<file path="src/rtl/pingpong_ctrl_pkg.sv">
// Shared state encodings and constants for the ping-pong dataflow controller.
// Latency: n/a (types only).
// Backpressure: n/a (types only).
package pingpong_ctrl_pkg;

    typedef enum logic [1:0] {
        IDLE,
        RUN,
        DONE
    } top_state_t;

    typedef enum logic [1:0] {
        S_IDLE,
        S_START,
        S_BUSY
    } stage_state_t;

    localparam int STALL_CNT_W = 32;

endpackage

</file>
<file path="src/rtl/pingpong_stage_seq.sv">
// One process stage: issues ap_start when the channel gate allows, strobes the channel on done.
// Latency: start 1 cycle after gate seen in S_IDLE; channel strobe combinational in the done cycle.
// Backpressure: holds in S_IDLE while gate is low; PINGPONG_CTRL_STALL_CNT_EN counts those cycles.
module pingpong_stage_seq
    import pingpong_ctrl_pkg::*;
#(
    parameter int IterWidth = 16
) (
    input  logic                 clk,
    input  logic                 reset,
    input  logic                 run,
    input  logic                 clr,
    input  logic [IterWidth-1:0] limit,
    input  logic                 gate,
    output logic                 proc_start,
    input  logic                 proc_ready,
    input  logic                 proc_done,
    output logic                 accept,
    output logic                 fire,
    output logic [IterWidth-1:0] cnt
`ifdef PINGPONG_CTRL_STALL_CNT_EN
    ,
    output logic [STALL_CNT_W-1:0] stall_cnt
`endif
);

    stage_state_t state;
    logic         pending;

    assign pending    = (cnt < limit);
    assign proc_start = (state == S_START);
    assign accept     = (state == S_START) && proc_ready;
    // Ready and done together in S_START count as a completed buffer.
    assign fire       = ((state == S_BUSY) && proc_done) || (accept && proc_done);

    always_ff @(posedge clk or negedge reset) begin
        if (!reset) begin
            state <= S_IDLE;
            cnt   <= '0;
        end else begin
            if (clr) begin
                cnt <= '0;
            end else if (accept) begin
                cnt <= cnt + IterWidth'(1);
            end
            case (state)
                S_IDLE:  if (run && pending && gate) state <= S_START;
                S_START: if (proc_ready) state <= proc_done ? S_IDLE : S_BUSY;
                S_BUSY:  if (proc_done) state <= S_IDLE;
                default: state <= S_IDLE;
            endcase
        end
    end

`ifdef PINGPONG_CTRL_STALL_CNT_EN
    always_ff @(posedge clk or negedge reset) begin
        if (!reset) begin
            stall_cnt <= '0;
        end else if (clr) begin
            stall_cnt <= '0;
        end else if (run && pending && (state == S_IDLE) && !gate && (stall_cnt != '1)) begin
            stall_cnt <= stall_cnt + STALL_CNT_W'(1);
        end
    end
`endif

    // The gate was checked before starting and only this stage consumes it.
    assert property (@(posedge clk) disable iff (!reset) fire |-> gate);

endmodule

</file>
<file path="src/rtl/pingpong_dataflow_ctrl.sv">
// Top FSM: runs num_iter producer/consumer iterations over a ping-pong channel per ap_start.
// Latency: ap_done/ap_ready registered, 1 cycle after final pop / last producer accept.
// Backpressure: stages gated by chan_i_full_n/chan_t_empty_n; PINGPONG_CTRL_STALL_CNT_EN adds stall counters.
module pingpong_dataflow_ctrl
    import pingpong_ctrl_pkg::*;
#(
    parameter int BufferCount = 2,
    parameter int IterWidth   = 16
) (
    input  logic                 clk,
    input  logic                 reset,
    input  logic                 ap_start,
    output logic                 ap_done,
    output logic                 ap_idle,
    output logic                 ap_ready,
    input  logic [IterWidth-1:0] num_iter,
    output logic                 prod_ap_start,
    input  logic                 prod_ap_ready,
    input  logic                 prod_ap_done,
    output logic                 cons_ap_start,
    input  logic                 cons_ap_ready,
    input  logic                 cons_ap_done,
    output logic                 chan_i_ce,
    output logic                 chan_i_write,
    input  logic                 chan_i_full_n,
    output logic                 chan_t_ce,
    output logic                 chan_t_read,
    input  logic                 chan_t_empty_n
`ifdef PINGPONG_CTRL_STALL_CNT_EN
    ,
    output logic [STALL_CNT_W-1:0] prod_stall_cnt,
    output logic [STALL_CNT_W-1:0] cons_stall_cnt
`endif
);

    top_state_t           state;
    logic [IterWidth-1:0] n_iter;
    logic                 run;
    logic                 clr;
    logic                 prod_accept;
    logic                 prod_fire;
    logic [IterWidth-1:0] p_cnt;
    logic                 cons_accept;
    logic                 cons_fire;
    logic [IterWidth-1:0] c_cnt;

    assign run     = (state == RUN);
    assign clr     = (state == IDLE) && ap_start;
    assign ap_idle = (state == IDLE);

    assign chan_i_ce    = prod_fire;
    assign chan_i_write = prod_fire;
    assign chan_t_ce    = cons_fire;
    assign chan_t_read  = cons_fire;

    always_ff @(posedge clk or negedge reset) begin
        if (!reset) begin
            state    <= IDLE;
            n_iter   <= '0;
            ap_done  <= 1'b0;
            ap_ready <= 1'b0;
        end else begin
            ap_done  <= 1'b0;
            ap_ready <= 1'b0;
            case (state)
                IDLE: begin
                    if (ap_start) begin
                        n_iter <= num_iter;
                        if (num_iter == '0) begin
                            ap_done  <= 1'b1;
                            ap_ready <= 1'b1;
                        end else begin
                            state <= RUN;
                        end
                    end
                end
                RUN: begin
                    if (prod_accept && (p_cnt == n_iter - IterWidth'(1))) begin
                        ap_ready <= 1'b1;
                    end
                    // Finish on the pop that completes the Nth consumer iteration.
                    if (cons_fire && ((c_cnt + IterWidth'(cons_accept)) == n_iter)) begin
                        state   <= DONE;
                        ap_done <= 1'b1;
                    end
                end
                DONE:    state <= IDLE;
                default: state <= IDLE;
            endcase
        end
    end

    pingpong_stage_seq #(
        .IterWidth (IterWidth)
    ) u_prod (
        .clk        (clk),
        .reset      (reset),
        .run        (run),
        .clr        (clr),
        .limit      (n_iter),
        .gate       (chan_i_full_n),
        .proc_start (prod_ap_start),
        .proc_ready (prod_ap_ready),
        .proc_done  (prod_ap_done),
        .accept     (prod_accept),
        .fire       (prod_fire),
        .cnt        (p_cnt)
`ifdef PINGPONG_CTRL_STALL_CNT_EN
        ,
        .stall_cnt  (prod_stall_cnt)
`endif
    );

    pingpong_stage_seq #(
        .IterWidth (IterWidth)
    ) u_cons (
        .clk        (clk),
        .reset      (reset),
        .run        (run),
        .clr        (clr),
        .limit      (n_iter),
        .gate       (chan_t_empty_n),
        .proc_start (cons_ap_start),
        .proc_ready (cons_ap_ready),
        .proc_done  (cons_ap_done),
        .accept     (cons_accept),
        .fire       (cons_fire),
        .cnt        (c_cnt)
`ifdef PINGPONG_CTRL_STALL_CNT_EN
        ,
        .stall_cnt  (cons_stall_cnt)
`endif
    );

    // Producer can lead by every channel buffer plus the one it is filling.
    assert property (@(posedge clk) disable iff (!reset)
        (p_cnt - c_cnt) <= IterWidth'(BufferCount + 1));

endmodule

</file>
<file path="config.mk">
export PLATFORM = sky130hd
export DESIGN_NAME = pingpong_dataflow_ctrl
export DESIGN_NICKNAME = d
export VERILOG_FILES = /design/src/rtl/pingpong_ctrl_pkg.sv /design/src/rtl/pingpong_stage_seq.sv /design/src/rtl/pingpong_dataflow_ctrl.sv
export SDC_FILE = /design/constraint.sdc
export NUM_CORES = 1
export LEC_CHECK = 0
export CORE_UTILIZATION = 60
export CTS_CLUSTER_DIAMETER = 30
export DETAILED_ROUTE_END_ITERATION = 8
export GPL_TIMING_DRIVEN = 0
export PLACE_DENSITY = 0.82
export RECOVER_POWER = 100
export SYNTH_ARGS = -nofsm -noshare
export SYNTH_HDL_FRONTEND = slang
export SYNTH_HIERARCHICAL = 1
export SYNTH_SLANG_ARGS = --single-unit
</file>
<file path="constraint.sdc">
create_clock -name clk -period 3.9 [get_ports clk]
set_input_delay 0.585 -clock clk [delete_from_list [all_inputs] [get_ports clk]]
set_output_delay 0.585 -clock clk [all_outputs]
set_load 0.1 [all_outputs]
</file>
# Yosys cells after proc, flatten, opt, wreduce, memory -nomap -nowiden
# Cells that the tools add are included.
[classes] add_sub_neg=4 magnitude_cmp=2 eq_ne=16 mux=24 reduce_logical=25
[op_table] operator="two-way mux 16 bit" n=4
[op_table] operator="adder 16 x 1 -> 16 bit (second input constant)" n=2
[op_table] operator="equality test 16 bit" n=2
[op_table] operator="< comparator 16 bit" n=2
[op_table] operator="two-way mux 2 bit" n=11
[op_table] operator="adder 16 x 1 -> 16 bit" n=1
[op_table] operator="logical NOT 16 bit" n=1
[op_table] operator="subtractor 16 x 1 -> 16 bit (second input constant)" n=1
[op_table] operator="logical AND 1 bit" n=13
[op_table] operator="one-hot mux 2 bit (3 select lines)" n=2
[op_table] operator="inequality test 2 bit (second input constant)" n=5
[op_table] operator="AND reduction 3 bit" n=3
[op_table] operator="inequality test 2 x 1 -> 1 bit (second input constant)" n=4
[op_table] operator="equality test 2 x 1 -> 1 bit (second input constant)" n=3
[op_table] operator="logical NOT 2 bit" n=3
[op_table] operator="equality test 2 bit (second input constant)" n=2
[op_table] operator="two-way mux 1 bit" n=4
[op_table] operator="one-hot mux 1 bit (2 select lines)" n=2
[op_table] operator="one-hot mux 2 bit (2 select lines)" n=1
[op_table] operator="nonzero test 2 bit" n=2
[op_table] operator="logical OR 1 bit" n=2
[op_table] operator="AND reduction 2 bit" n=1
[totals] register_bits=56 input_bits=25 output_inout_bits=9 wordCells=79

# Longest topological paths before layout
# Gate-level depths: netlist (run 1).
[logic_depth] depth_word=7 ltp_mapped=11 depth_no_buf=10

# Hierarchy
# Netlist (run 1), hierarchy kept.
[by_module_without_submodules] mod="pingpong_stage_seq" n_inst=2 cells_per_inst=141 area_per_inst_um2=1255.0 seq_area_each_um2=450.4
[by_module_without_submodules] mod="pingpong_dataflow_ctrl" n_inst=1 cells_per_inst=227 area_per_inst_um2=1933.1 seq_area_each_um2=500.5

# Worst setup path after synthesis (run 1)
# OpenSTA, ideal clock, no wires.
[synth_path] path_type="register -> register" startpoint="reg u_cons.state[0]" endpoint="reg, netlist name state[0]" setup_time_ps=121 arrival_time_ps=4799 required_ps=3779 slack_ps=-1020 stages_incl_launch_ff=10 path_buffers=1 period_less_slack_ps=4920 path_cell_list="dfrtp_1 > nor2b_1 > and2_1 > clkbuf_1 > a21oi_1 > nor2b_1 > o2111ai_1 > a2111oi_0 > o2111ai_1 > a22o_1"
[synth_lines] element="start, declared" line_no="pingpong_stage_seq.sv:27" source="stage_state_t state;"
[synth_lines] element="start signal, assigned" line_no="pingpong_stage_seq.sv:48" source="S_START: if (proc_ready) state <= proc_done ? S_IDLE : S_BUSY;"

# Worst setup path in the final report (run 1)
[layout_path] startpoint="in cons_ap_ready" endpoint="out chan_t_read"
[layout_via] elab_chain_cells=3
[layout_lines] element="start, declared" line_no="pingpong_dataflow_ctrl.sv:21" source="input logic cons_ap_ready,"
[layout_lines] element="logical AND 1 bit" line_no="pingpong_stage_seq.sv:32" source="assign accept = (state == S_START) && proc_ready;"
[layout_lines] element="named net cons_accept" line_no="pingpong_dataflow_ctrl.sv:43" source="logic cons_accept;"
[layout_lines] element="logical AND 1 bit" line_no="pingpong_stage_seq.sv:34" source="assign fire = ((state == S_BUSY) && proc_done) || (accept && proc_done);"
[layout_lines] element="logical OR 1 bit" line_no="pingpong_stage_seq.sv:34"
[layout_lines] element="end, declared" line_no="pingpong_dataflow_ctrl.sv:27" source="output logic chan_t_read,"
# The timed path passes the listed nets, and every way through them passes these cells.

==> results of run 1 <==
[flip-flops by register name, summed over array words and instances (netlist names)]
register and count:
ap_done 1, ap_ready 1, n_iter 16, state 2, u_cons/cnt 16, u_cons/state 2
u_prod/cnt 16, u_prod/state 2
[cell usage in the layout, fill, tap and decap left out, types with 3 or more instances in the layout]
master and count:
dfrtp_1 56, nor2_1 55, inv_1 48, ha_1 35, xnor2_1 32, xor2_1 32
nand2_1 30, clkdlybuf4s50_1 23, o21ai_0 20, nand3_1 17, a21oi_1 17, clkbuf_1 16
nor4_1 14, nand4_1 12, mux2_2 11, nor3_1 9, dlygate4sd3_1 9, a31oi_1 7
or3_1 7, a211oi_1 7, clkbuf_8 7, nand2b_1 6, and3_1 6, o2111ai_1 5
and4_1 5, nor2b_2 4, or2_2 3, a2111oi_0 3, and2_0 3
[cell type report]
type / instances / area, um2
inverters: 48 / 180
repair buffers: 34 / 328
multi-input cells: 385 / 2760
well taps: 99 / 124
fillers: 594 / 2220
flip-flops and latches: 56 / 1400
plain buffers: 20 / 100
clock buffers: 7 / 96.3
[logic make-up (layout without fill, tap and decap cells)]
group / after synthesis / after routing / synth area share
buf+inv: 68 / 109 / 0.0631
fa+ha+maj: 35 / 35 / 0.0986
xor+xnor: 64 / 64 / 0.126
simple gates: 195 / 195 / 0.245
compound gates: 78 / 78 / 0.119
mux: 13 / 13 / 0.0324
flops: 56 / 56 / 0.315
[routing by layer]
| metal | part of all wire | vias up | wire, um |
|---|---|---|---|
| met5 | 0 | - | 0 |
| met4 | 0.023 | 0 | 257 |
| met3 | 0.084 | 22 | 953 |
| met2 | 0.44 | 171 | 5030 |
| met1 | 0.45 | 1928 | 5110 |
| li1 | - | 1887 | - |
[final timing paths]
| path | start | end | slack [ns] | cells after the start |
|---|---|---|---|---|
| max reg2reg | n_iter[0] | ap_ready | 0.47 | 9 |
| max in group asynchronous | reset | u_prod/cnt[13] | 0.87 | 2 |
| max | cons_ap_ready | chan_t_read | 0.17 | 7 |
| min reg2reg | state[0] | state[1] | 0.59 | 2 |
| min in group clk | state[0] | state[1] | 0.59 | 2 |
| min | reset | u_cons/cnt[0] | 0.35 | 1 |
[through the flow]
stage | hold slack [ns] | cell area [um2] | instances
after floorplan | 0.289 | 4450 | 509
after detailed placement | 0.537 | 4920 | 642
after CTS | 0.186 | 5020 | 649
after global routing | 0.415 | 4990 | 649
after global placement | 0.560 | 4910 | 641
final | 0.353 | 4990 | 649
[power groups by stage]
stage	clock network [mW]	registers [mW]	logic [mW]
global placement	0	0.938	1.11
global route	0.388	0.954	1.31
finish	0.360	0.936	1.20
CTS	0.370	0.932	1.18
detailed placement	0	0.944	1.17
floorplan	0	0.861	0.915
[critical path, delay by kind of cell]
kind | cells | cell delay, ns
AOI/OAI and AO/OA | 1 | 0.12
buffers and inverters | 4 | 2.08
and+or+nand+nor | 2 | 0.35
==> impl_metrics.toml, run 1 <==
[status]
status = "finished, violations left"
violations = "capacitance limit, slew limit"

[clock_tree]
cts.repair.resized = 0
postCtsSetupBuffers = 0
cts_num_sinks = 56
clk_latency_ns = 0.33
h-tree-depth = 2
cts_tree = "built"
clockBufferDepth = 2
cts_root_buffer = "clkbuf_8"
numCtsBuffers = 5
ctsHoldBuffers = 0
clk_pin_slew_ns = 0.10

[setup_path]
path_max_fanout = 5
path_cells = "clkdlybuf4s50_1, and2_0, clkbuf_1, a21oi_1, nor2b_2, buf_4, clkdlybuf4s50_1"
cp-start-kind = "input port"
cp-end-kind = "primary output"
slowest_delay_ns = 1.12
cp.required_ns = 3.31
cpMostUsedCell = "clkdlybuf4s50_1"
crit_path_top_delay_cell = "clkdlybuf4s50_1"
arrival_ns = 3.15
crit_type = "input port to primary output"

[die]
chipHeight_um = 88.1
die_area_um2 = 7750
initial_core_util = 0.616
io_pins = 34
die_w_um = 88.1
fp-row-count = 31
core_area_um2 = 7210

[run]
drv_cap = 1

[grt]
grt_max_degree = 41
grt_pass1_vias = 3815
antenna_found_initial = 0
overflow = 0
grtUsageTotal = 0.310
grtUsageMet1 = 0.430
grt-busiest-layer = "met2"
grt_pass1_wl_um = 18100
grt_use_met3 = 0.0641
met2_usage = 0.468

[cells_and_area]
area_growth_pct = 12.4
antenna_cells = 0
fin_util = 0.692
fin_nets = 610
drive_above_1_share = 0.0782

[power]
p_clk_frac = 0.145
p_sw_frac = 0.459
leakagePower_nw = 2.16
internal_power_mw = 1.35
peakVddDrop_mv = 0.289
comb_power_share = 0.480
seq_power_share = 0.376
p_sw_mw = 1.14
p_total_mw = 2.49
p_per_area_nw_per_um2 = 499

[synthesis]
synthCells = 509
yosysMostFrequentCell = "dfrtp_1"
synth_nets = 569
synth_top_area_frac = 0.315
seq_area_frac_synth = 0.315
synth_warnings = 6
async_flop_share = 1.00
synth_ff_type = "dfrtp_1"
synth_cell_types = 57
synth.avg_cell_area_um2 = 8.73
yosysTopAreaCell = "dfrtp_1"
synth_edf_count = 0
synthTopCellsByArea = "dfrtp_1, ha_1, xnor2_1, xor2_1, nor2_1"
synthesis.area_um2 = 4440
synth-seq-cells = 56
yosys-top-cells-count = "dfrtp_1, nor2_1, inv_1"

[route]
routed_wl_um = 11300
drt-pass1-iter-count = 5
antenna_left = 0
vias = 4008
drc = 0
first_iter_violations = 423
wire_per_inst_um = 17.5
vias_per_cell = 6.18

[sta]
drv_slew = 41
setup_viol = 0
rsz0062_at_grt = "no"
worst_clock_skew_ns = 0.00769
setup_tns_ns = 0
period_minus_slack_ns = 3.73
max_freq_mhz = 268
tightest_slew_ns = 2.32
finalCritPeriodShare = 0.957
relSlewSlack = -0.548
hold_viol = 0
setup_slack_ns = 0.168

[place]
gp_congestion = 0.905
io_buffer_count = 33
hpwl_um = 8520
dp_slack_ns = 0.0979

[min_path]
min_path_type = "input port to asynchronous set/reset pin"
Power figures use the tool's default switching activity.
==> run 2, diff against run 1 <==
Settings changed: CORE_ASPECT_RATIO from default to 0.75.
==> impl_metrics.toml, run 2 (same netlist as run 1, synthesis figures left out) <==
[route]
vias_per_cell = 6.35
routed_wl_um = 12000
vias = 4120
drt-pass1-iter-count = 5
first_iter_violations = 422
antenna_left = 0
drc = 0
wire_per_inst_um = 18.4

[sta]
finalCritPeriodShare = 0.960
rsz0062_at_grt = "no"
worst_clock_skew_ns = 0.0138
setup_viol = 0
period_minus_slack_ns = 3.75
hold_viol = 0
tightest_slew_ns = 2.16
drv_slew = 39
max_freq_mhz = 267
setup_tns_ns = 0
setup_slack_ns = 0.154
relSlewSlack = -0.443

[min_path]
min_path_type = "input port to asynchronous set/reset pin"

[power]
leakagePower_nw = 2.19
p_sw_mw = 1.16
peakVddDrop_mv = 0.344
p_clk_frac = 0.197
p_sw_frac = 0.434
p_per_area_nw_per_um2 = 530
internal_power_mw = 1.52
comb_power_share = 0.457
seq_power_share = 0.347

[run]
drv_cap = 1

[setup_path]
arrival_ns = 3.16
crit_type = "input port to primary output"
path_max_fanout = 5
cp-start-kind = "input port"
cp.required_ns = 3.31
worstRegToRegCells = 9
cp-end-kind = "primary output"

[place]
gp_congestion = 0.861
hpwl_um = 9010
io_buffer_count = 33
dp_slack_ns = 0.175

[clock_tree]
cts_root_buffer = "clkbuf_8"
clk_latency_ns = 0.32
postCtsSetupBuffers = 0
clockBufferDepth = 2
clk_pin_slew_ns = 0.10
cts_tree = "built"
cts_num_sinks = 56
numCtsBuffers = 5
h-tree-depth = 2
cts.repair.resized = 0
ctsHoldBuffers = 0

[die]
fp-row-count = 26
io_pins = 34
die_w_um = 101
die_area_um2 = 7760
initial_core_util = 0.635
core_area_um2 = 6990
chipHeight_um = 76.5

[grt]
grt_pass1_wl_um = 19600
grtUsageTotal = 0.326
grt_pass1_vias = 3886
overflow = 0
grt_max_degree = 39
antenna_found_initial = 0

[cells_and_area]
area_growth_pct = 13.8
antenna_cells = 0
layout_commonest_cell = "dfrtp_1"
drive_above_1_share = 0.0799
reg.largest.list = "n_iter: 16 flops, u_cons/cnt: 16 flops, u_prod/cnt: 16 flops"
final_cell_mix = "dfrtp_1, nor2_1, inv_1"
fin_nets = 610

[status]
status = "finished, violations left"
violations = "capacitance limit, slew limit"
## run 2: worst max-delay path, cell delays in order
cell	delay, ns
dlygate4sd3_1	0.62
and2_0	0.15
clkbuf_1	0.29
a21oi_1	0.12
nor2b_2	0.16
buf_4	0.12
clkdlybuf4s50_1	1.11
## run 2: power by group through the flow
| stage | clock network, mW | registers, mW | logic [mW] |
|---|---|---|---|
| final | 0.527 | 0.928 | 1.22 |
| after CTS | 0.530 | 0.920 | 1.20 |
| after floorplan | 0 | 0.861 | 0.915 |
| after detailed placement | 0 | 0.930 | 1.19 |
| after global placement | 0 | 0.920 | 1.12 |
| after global routing | 0.553 | 0.950 | 1.35 |
## run 2: final timing paths
kind / startpoint / end / slack, ns
min in group clk: state[0] / state[1] / 0.59
max reg2reg: n_iter[0] / ap_ready / 0.53
min reg2reg: state[0] / state[1] / 0.59
max: prod_ap_ready / chan_i_write / 0.15
max in group asynchronous: reset / n_iter[6] / 0.92
min: reset / u_prod/cnt[2] / 0.42
## run 2: final cells by class
class	instances	area, um2
multi-input combinational	385	2760
inverter	48	180
timing repair buffer	34	328
tap	98	123
sequential	56	1400
clock inverter	3	90.1
buffer	20	100
fill	531	1940
clock buffer	5	68.8
## run 2: metal layers
| layer | wire length (um) | vias to the layer above | track usage |
|---|---|---|---|
| li1 | - | 1883 | - |
| met2 | 5140 | 225 | 0.469 |
| met5 | 0 | - | 0 |
| met4 | 240 | 0 | 0.104 |
| met1 | 5540 | 1986 | 0.497 |
| met3 | 1050 | 26 | 0.0486 |
## run 2: metrics by stage
step	cell area [um2]	total power, mW	hold slack, ns	util	std cells
CTS	5080	2.65	0.216	0.726	649
global route	5050	2.85	0.508	0.723	649
detailed placement	4920	2.12	0.561	0.704	641
finish	5050	2.68	0.424	0.723	649
floorplan	4450	1.78	0.289	-	509
global placement	4910	2.04	0.549	0.701	640
